**src/rtl/gpio_stream_packer_if.sv**
```systemverilog
// gpio_stream_packer_if: beat-in / word-out val/rdy bundle with flush and beat count.
interface gpio_stream_packer_if #(
   parameter int IN_WIDTH  = 8,
   parameter int OUT_WIDTH = 32
);
   localparam int BW = $clog2(OUT_WIDTH / IN_WIDTH) + 1;
   logic                 i_stream_val;
   logic [IN_WIDTH-1:0]  i_stream_data;
   logic                 i_stream_rdy;
   logic                 flush;
   logic                 o_stream_val;
   logic [OUT_WIDTH-1:0] o_stream_data;
   logic                 o_stream_rdy;
   logic [BW-1:0]        o_stream_beats;
   modport master (
      output i_stream_val, i_stream_data, flush, o_stream_rdy,
      input  i_stream_rdy, o_stream_val, o_stream_data, o_stream_beats
   );
   modport slave (
      input  i_stream_val, i_stream_data, flush, o_stream_rdy,
      output i_stream_rdy, o_stream_val, o_stream_data, o_stream_beats
   );
endinterface

```
**src/rtl/gpio_stream_packer.sv**
```systemverilog
// gpio_stream_packer: packs IN_WIDTH GPIO beats LSB-first into OUT_WIDTH words, with zero-padded flush.
module gpio_stream_packer #(
   parameter int IN_WIDTH  = 8,
   parameter int OUT_WIDTH = 32
) (
   input logic                clk,
   input logic                reset,
   gpio_stream_packer_if.slave s
);
   localparam int BEATS = OUT_WIDTH / IN_WIDTH;
   localparam int CW    = BEATS > 1 ? $clog2(BEATS) : 1;
   localparam int BW    = $clog2(BEATS) + 1;
   logic [OUT_WIDTH-1:0] asm_q, ins, out_data;
   logic [CW-1:0]        cnt;
   logic [BW-1:0]        out_beats;
   logic                 out_val, flush_pending;
   logic                 acc, last, out_fire, drain;
   assign last     = cnt == CW'(BEATS - 1);
   assign out_fire = out_val && s.o_stream_rdy;
   // Ready depends only on registers so the crossbar's ready never loops back into the pins.
   assign s.i_stream_rdy   = !reset && !flush_pending && !(out_val && last);
   assign acc              = s.i_stream_val && s.i_stream_rdy;
   assign drain            = flush_pending && cnt != '0 && (!out_val || out_fire);
   assign s.o_stream_val   = out_val;
   assign s.o_stream_data  = out_data;
   assign s.o_stream_beats = out_beats;
   always_comb begin
      ins = asm_q;
      ins[cnt*IN_WIDTH +: IN_WIDTH] = s.i_stream_data;
   end
   always_ff @(posedge clk) begin
      if (reset) begin
         asm_q         <= '0;
         cnt           <= '0;
         out_data      <= '0;
         out_beats     <= '0;
         out_val       <= 1'b0;
         flush_pending <= 1'b0;
      end else begin
         if (out_fire) out_val <= 1'b0;
         // A reload below overrides the clear above in the same cycle.
         if (acc && last) begin
            out_data  <= ins;
            out_beats <= BW'(BEATS);
            out_val   <= 1'b1;
            cnt       <= '0;
            asm_q     <= '0;
         end else if (acc) begin
            asm_q <= ins;
            cnt   <= cnt + CW'(1);
         end else if (drain) begin
            out_data  <= asm_q;
            out_beats <= BW'(cnt);
            out_val   <= 1'b1;
            cnt       <= '0;
            asm_q     <= '0;
         end
         if (flush_pending && (cnt == '0 || drain)) flush_pending <= 1'b0;
         else if (s.flush) flush_pending <= 1'b1;
      end
   end
endmodule

```
**src/flat_wrapper.sv**
```systemverilog
// flat-port wrapper written by rule: the top's interface ports become plain ports
module gpio_stream_packer_flat 
#(
   parameter int IN_WIDTH  = 8,
   parameter int OUT_WIDTH = 32
)
  (clk, reset, s_i_stream_val, s_i_stream_data, s_flush, s_o_stream_rdy, s_i_stream_rdy, s_o_stream_val, s_o_stream_data, s_o_stream_beats);
  gpio_stream_packer_if #(.IN_WIDTH(IN_WIDTH), .OUT_WIDTH(OUT_WIDTH)) s_i ();
  input logic clk;
  input logic reset;
  input wire logic [$bits(s_i.i_stream_val)-1:0] s_i_stream_val;
  input wire logic [$bits(s_i.i_stream_data)-1:0] s_i_stream_data;
  input wire logic [$bits(s_i.flush)-1:0] s_flush;
  input wire logic [$bits(s_i.o_stream_rdy)-1:0] s_o_stream_rdy;
  output wire logic [$bits(s_i.i_stream_rdy)-1:0] s_i_stream_rdy;
  output wire logic [$bits(s_i.o_stream_val)-1:0] s_o_stream_val;
  output wire logic [$bits(s_i.o_stream_data)-1:0] s_o_stream_data;
  output wire logic [$bits(s_i.o_stream_beats)-1:0] s_o_stream_beats;
  assign s_i.i_stream_val = s_i_stream_val;
  assign s_i.i_stream_data = s_i_stream_data;
  assign s_i.flush = s_flush;
  assign s_i.o_stream_rdy = s_o_stream_rdy;
  assign s_i_stream_rdy = s_i.i_stream_rdy;
  assign s_o_stream_val = s_i.o_stream_val;
  assign s_o_stream_data = s_i.o_stream_data;
  assign s_o_stream_beats = s_i.o_stream_beats;
  gpio_stream_packer #(.IN_WIDTH(IN_WIDTH), .OUT_WIDTH(OUT_WIDTH)) u_core (.clk(clk), .reset(reset), .s(s_i));
endmodule
```
**config.mk**
```make
export PLATFORM = sky130hd
export DESIGN_NAME = gpio_stream_packer_flat
export DESIGN_NICKNAME = d
export VERILOG_FILES = /design/src/rtl/gpio_stream_packer_if.sv /design/src/rtl/gpio_stream_packer.sv /design/src/flat_wrapper.sv
export SDC_FILE = /design/constraint.sdc
export NUM_CORES = 1
export LEC_CHECK = 0
export ABC_AREA = 1
export CAP_MARGIN = 25
export CELL_PAD_IN_SITES_DETAIL_PLACEMENT = 1
export CELL_PAD_IN_SITES_GLOBAL_PLACEMENT = 1
export CORE_MARGIN = 2
export CORE_UTILIZATION = 38
export CTS_CLUSTER_SIZE = 24
export DETAILED_ROUTE_END_ITERATION = 16
export GPL_TIMING_DRIVEN = 0
export MAX_ROUTING_LAYER = met4
export PLACE_DENSITY_LB_ADDON = 0.1
export SYNTH_ARGS = -nofsm -noshare
export SYNTH_HDL_FRONTEND = slang
export SYNTH_SLANG_ARGS = --single-unit
```
**constraint.sdc**
```tcl
create_clock -name clk -period 2.5 [get_ports clk]
set_input_delay 0.5 -clock clk [delete_from_list [all_inputs] [get_ports clk]]
set_output_delay 0.5 -clock clk [all_outputs]
set_load 0.1 [all_outputs]
```
==> results of run 1 <==
==> power breakdown <==
group | switching, uW | total, uW | internal, uW | leakage [uW]
Clock | 468 | 1260 | 794 | 0.000134
Sequential | 14.9 | 1160 | 1150 | 0.000573
Combinational | 229 | 310 | 81.7 | 0.00130
==> per-stage QoR <==
step	setup TNS [ns]	cells
2_1_floorplan	0	559
3_3_place_gp	-0.400	719
3_5_place_dp	-0.405	719
4_1_cts	0	735
5_1_grt	0	735
6_report	0	735
==> placed cells by master (no fill, tap or decap), types with 2 or more instances in the layout <==
cell	netlist	final
buf_4	4	4
bufinv_16	0	4
a21oi_1	37	37
clkbuf_8	0	10
buf_6	2	2
buf_2	15	15
clkdlybuf4s50_1	0	48
clkinv_1	4	4
ha_1	5	5
nand2_1	225	225
clkbuf_1	1	2
o21ai_0	18	18
dfxtp_1	71	71
inv_1	56	56
nand3_1	67	67
nor2_1	38	38
nand2_2	2	2
buf_1	2	2
inv_2	3	3
==> logic make-up (layout without fill, tap and decap cells) <==
kind of cell	Yosys count	count (layout)
AOI/OAI and AO/OA	57	57
adders and majority gates	5	5
buffers and inverters	88	153
DFF	71	71
and+or+nand+nor	338	338
==> layout make-up <==
cell class | instances | area (sq um)
fill | 1240 | 4700
multi-input combinational | 400 | 1750
sequential | 71 | 1420
timing repair buffer | 49 | 492
inverter | 64 | 243
clock buffer | 11 | 141
buffer | 24 | 139
tap | 111 | 139
clock inverter | 5 | 129
==> sequential cells by signal, summed over array words and instances, names as in the netlist <==
register / flops
u_core.s.o_stream_val: 1
u_core.s.o_stream_data: 32
u_core.asm_q: 32
u_core.s.o_stream_beats: 3
u_core.flush_pending: 1
u_core.cnt: 2
==> critical path, stage by stage, from the launching register on <==
cell and delay [ns]:
dfxtp_1 0.53, ha_1 0.34, nand2_1 0.11, nand2_1 0.08, inv_1 0.03, clkdlybuf4s15_2 0.45
==> how the worst max path moves through the flow <==
stage | slack [ns] | endpoint | cells past startpoint
floorplan | 0.43 | s_i_stream_rdy | 3
global placement | -0.40 | s_i_stream_rdy | 5
detailed placement | -0.41 | s_i_stream_rdy | 5
CTS | 0.10 | s_i_stream_rdy | 5
global route | 0.03 | s_i_stream_rdy | 5
finish | 0.11 | s_i_stream_rdy | 5
==> what timing repair did <==
action,CTS,global route
hold buffers,0,0
endpoints found under the setup margin,1,0
resized for setup,3,0
==> layer usage <==
layer	part of all wire	vias to the layer above
met3	0.032	22
met1	0.48	1728
met2	0.47	68
li1	-	1864
met4	0.020	0
met5	0	-
==> impl_metrics.ini, run 1 <==
[status]
run_status = complete, no violations

[clock_tree]
clk_root_buffer_cell = clkbuf_8
cts_setup_buffers = 0
cts_made_buffers = 9
cts_tree = done
ctsLongestPathBuffers = 2
clk_sink_count = 71
htree_num_levels = 3
worst_setup_hold_path_clk_slew_ns = 0.08
clock_latency_ns = 0.35

[die]
die-width_um = 101
core.rowCount = 35
floorplan.die_area_sq_um = 10100
die_h_um = 101
initial_core_util = 0.388
number_of_placed_i_o_pins = 50
coreArea_sq_um = 9150

[finish]
num_antenna_cells = 0
final_layout_size_suffix_gt1_frac = 0.0753
num-nets-final = 637
design_area_sq_um = 4450
layout.core_utilization = 0.486
layout-area-overhead-vs-synth_pct = 25.4

[synth]
syn-mean-instance-area_sq_um = 6.35
ys.warnings.count = 0
synth_xor_xnor_area_share = 0
synthSimpleGateAreaFrac = 0.393
yosys.area.top_type_share = 0.400
synth_edf_count = 0
synth_compound_area_frac = 0.0814
synth_top_flop_cell = dfxtp_1
synth_top_family_by_area = simple AND/OR/NAND/NOR gates
synthTopCellsByCount = nand2_1 (225), dfxtp_1 (71), nand3_1 (67)
postSynthRegisterBits = 71
postSynthNetCount = 577
synthesis.instances = 559
synth_sequential_area_ratio = 0.400
postSynth.asyncResetShare = 0
yosysTopAreaCell = dfxtp_1
muxShareOfSynthArea = 0
synthDistinctLibCells = 25
yosysMostFrequentCell = nand2_1
synth_adder_area_share = 0.0176
synthesis.area_sq_um = 3550
post_synth_main_area_contributors = dfxtp_1 (40%), nand2_1 (24%), nand3_1 (9.4%)

[route]
antenna_violating_nets_left = 0
via_per_inst = 5.01
route.detailed.drc = 0
detailedRoute.firstIterationViolations = 131
detailed_route_via_count = 3682
finalWirelength_um = 11100
avgRoutedWirePerCell_um = 15.1
drt_first_pass_iters = 4

[global_route]
grt_max_degree = 13
gr-usage-met1 = 0.299
met2_usage = 0.392
grt_antenna_before_repair = 0
met3_usage_in_global_routing = 0.0430
globalRoute.busiestLayer = met2
overflow = 0
via_count_of_the_first_global_routing_pass = 3698
grt_use_total = 0.241
global_route_wire_length_before_repair_um = 18400

[worst_hold_path]
hp-start = u_core.asm_q[31]
hold-path-cell-count = 2
min_path_type = reg2reg
hold-path-endpoint = u_core.asm_q[31]

[setup_path]
data_required_time_at_the_worst_endpoint_ns = 2.00
timing_worst_setup_path_type = reg2out
reg2reg_to = u_core.asm_q[21]
reg2reg_setup_slack_ns = 0.32
cp_launch_type = register
path_max_fanout = 8
endpoint_kind = primary output
critPathLaunch = u_core.cnt[0]
rr_worst_depth = 8
worstReg2RegStart = u_core.cnt[0]
critPathArrivalTime_ns = 1.89

[sta]
fin_worst_skew_ns = 0.00668
grt_setup_unrepaired = false
setup_viol_count_final = 0
worst_hold_slack_ns = 0.467
worstMarginPinSlew_ns = 0.977
fin_ws_ns = 0.108
timing.final.hold_violations = 0
final-max-slew-violation-count = 0
timing.fmax_mhz = 418
post-route-period-util = 0.957
maxSlewHeadroom = 0.347
post-route-min-period_ns = 2.39

[power_and_ir_drop]
vdd_ir_drop_max_mv = 0.291
power.leakage_uw = 0.00201
p_per_area_nw_per_um2 = 614
power_consumption_uw = 2730

[placed_design]
setup_slack_placement_ns = -0.405
detailed_place_hpwl_um = 8400
io_buffer_count = 49
dpl-instance-area_sq_um = 4180
gp_routability_congestion = 0.947

[flow_run]
maximum_capacitance_violations = 0
(Power assumes the default switching activity.)
==> inputs of run 2 (changes only) <==
GPL_ROUTABILITY_DRIVEN = 0   (was default)
==> impl_metrics.ini, run 2 (synthesized netlist as in run 1, its figures left out) <==
[status]
run_status = complete, no violations

[clock_tree]
worst_setup_hold_path_clk_slew_ns = 0.08
cts_made_buffers = 9
ctsLongestPathBuffers = 2
cts_tree = done
htree_num_levels = 3
clk_sink_count = 71
hold_buffers = 0
clk_root_buffer_cell = clkbuf_8
clock_latency_ns = 0.35

[sta]
setup_viol_count_final = 0
grt_setup_unrepaired = false
post-route-period-util = 0.950
timing.final.hold_violations = 0
timing.fmax_mhz = 421
post-route-min-period_ns = 2.38
worst_hold_slack_ns = 0.465
maxSlewHeadroom = 0.349
worstMarginPinSlew_ns = 0.974
fin_worst_skew_ns = 0.0104
finalSetupTns_ns = 0
final-max-slew-violation-count = 0

[global_route]
grt_use_total = 0.245
met3_usage_in_global_routing = 0.0333
gr-usage-met1 = 0.297
met2_usage = 0.426
grt_max_degree = 13
via_count_of_the_first_global_routing_pass = 3756
global_route_wire_length_before_repair_um = 18900
globalRoute.busiestLayer = met2
overflow = 0
grt_antenna_before_repair = 0

[route]
detailed_route_via_count = 3716
finalWirelength_um = 11200
antenna_violating_nets_left = 0
avgRoutedWirePerCell_um = 15.3
via_per_inst = 5.06
drt_first_pass_iters = 4
detailedRoute.firstIterationViolations = 144
route.detailed.drc = 0

[finish]
layout-area-overhead-vs-synth_pct = 24.5
layout.filler_cells = 1255
num-nets-final = 637
most_used_cells_in_the_layout_excluding_fill_and_tap_cells = nand2_1 (225), dfxtp_1 (71), nand3_1 (67)
layout.core_utilization = 0.483
num_antenna_cells = 0
layout_commonest_cell = nand2_1
final_cell_count_no_fill = 735
final_layout_size_suffix_gt1_frac = 0.0769

[die]
initial_core_util = 0.388
die-width_um = 101
floorplan.die_area_sq_um = 10100
coreArea_sq_um = 9150
number_of_placed_i_o_pins = 50
die_h_um = 101
core.rowCount = 35

[power_and_ir_drop]
p_per_area_nw_per_um2 = 594
vdd_ir_drop_max_mv = 0.289
power.leakage_uw = 0.00200

[setup_path]
cp_launch_type = register
worstPathBufferInverterCount = 1
critPathArrivalTime_ns = 1.88
critPathMaxStageDelay_ns = 1.15
endpoint_kind = primary output
library_cell_contributing_the_largest_single_delay_on_the_critical_path = clkdlybuf4s50_1
timing_worst_setup_path_type = reg2out
worstPathCellList = clkdlybuf4s50_1
path_max_fanout = 4
data_required_time_at_the_worst_endpoint_ns = 2.00
critical-path-top-delay-family = buffers and inverters

[placed_design]
numPlacedInstances = 719
detailed_place_hpwl_um = 8360
io_buffer_count = 49

[flow_run]
maximum_capacitance_violations = 0

[worst_hold_path]
min_path_type = reg2reg
-- run 2: final timing paths --
path                                       startpoint                          to  slack (ns)  depth (start not counted)
worst max-delay path            u_core.s.o_stream_val              s_o_stream_val        0.12                          1
worst min-delay path                 u_core.asm_q[28]            u_core.asm_q[28]        0.46                          2
worst max register to register          u_core.cnt[0]  u_core.s.o_stream_data[10]        0.33                          9
worst min register to register       u_core.asm_q[28]            u_core.asm_q[28]        0.46                          2
-- run 2: routing by layer --
metal / wire length (um) / up-vias
li1: - / 1868
met1: 5180 / 1776
met2: 5500 / 56
met3: 362 / 16
met4: 184 / 0
met5: 0 / -
-- run 2: power breakdown --
| group | internal [uW] | leakage [uW] | switching [uW] |
|---|---|---|---|
| combinational | 80.8 | 0.00130 | 229 |
| clock | 687 | 0.000122 | 468 |
| sequential | 1150 | 0.000573 | 14.7 |
| total | 1910 | 0.00200 | 712 |
-- run 2: layout make-up --
| class | count | area (sq um) | area share |
|---|---|---|---|
| Clock inverter | 6 | 108 | 0.0243 |
| Inverter | 64 | 243 | 0.0549 |
| Clock buffer | 10 | 138 | 0.0311 |
| Multi-Input combinational cell | 400 | 1750 | 0.395 |
| Buffer | 24 | 139 | 0.0314 |
| Timing Repair Buffer | 49 | 485 | 0.110 |
| Sequential cell | 71 | 1420 | 0.322 |
| Tap cell | 111 | 139 | 0.0314 |
-- run 2: repair_timing --
action                                  4_1_cts  5_1_grt
buffers inserted                              0        0
endpoints found under the setup margin        1        1
hold endpoints to repair                      0        0
gates resized for setup                       3        2
cloned                                        0        0
-- run 2: worst register-to-register path: stages (launching register included) --
cell and delay [ns]:
dfxtp_1 0.54, inv_2 0.18, ha_1 0.23, buf_4 0.17, inv_4 0.11, nand3_2 0.11
buf_6 0.16, buf_4 0.19, nor3_1 0.28, nor2_1 0.08
-- run 2: stage by stage --
| step | setup WS, ns | cell area [sq um] | total power [uW] |
|---|---|---|---|
| CTS | 0.0624 | 4430 | 2650 |
| floorplan | 0.432 | 3550 | 1390 |
| global route | 0.0487 | 4420 | 2730 |
| finish | 0.124 | 4420 | 2630 |
| detailed placement | -0.406 | 4180 | 1500 |
| global placement | -0.398 | 4180 | 1490 |
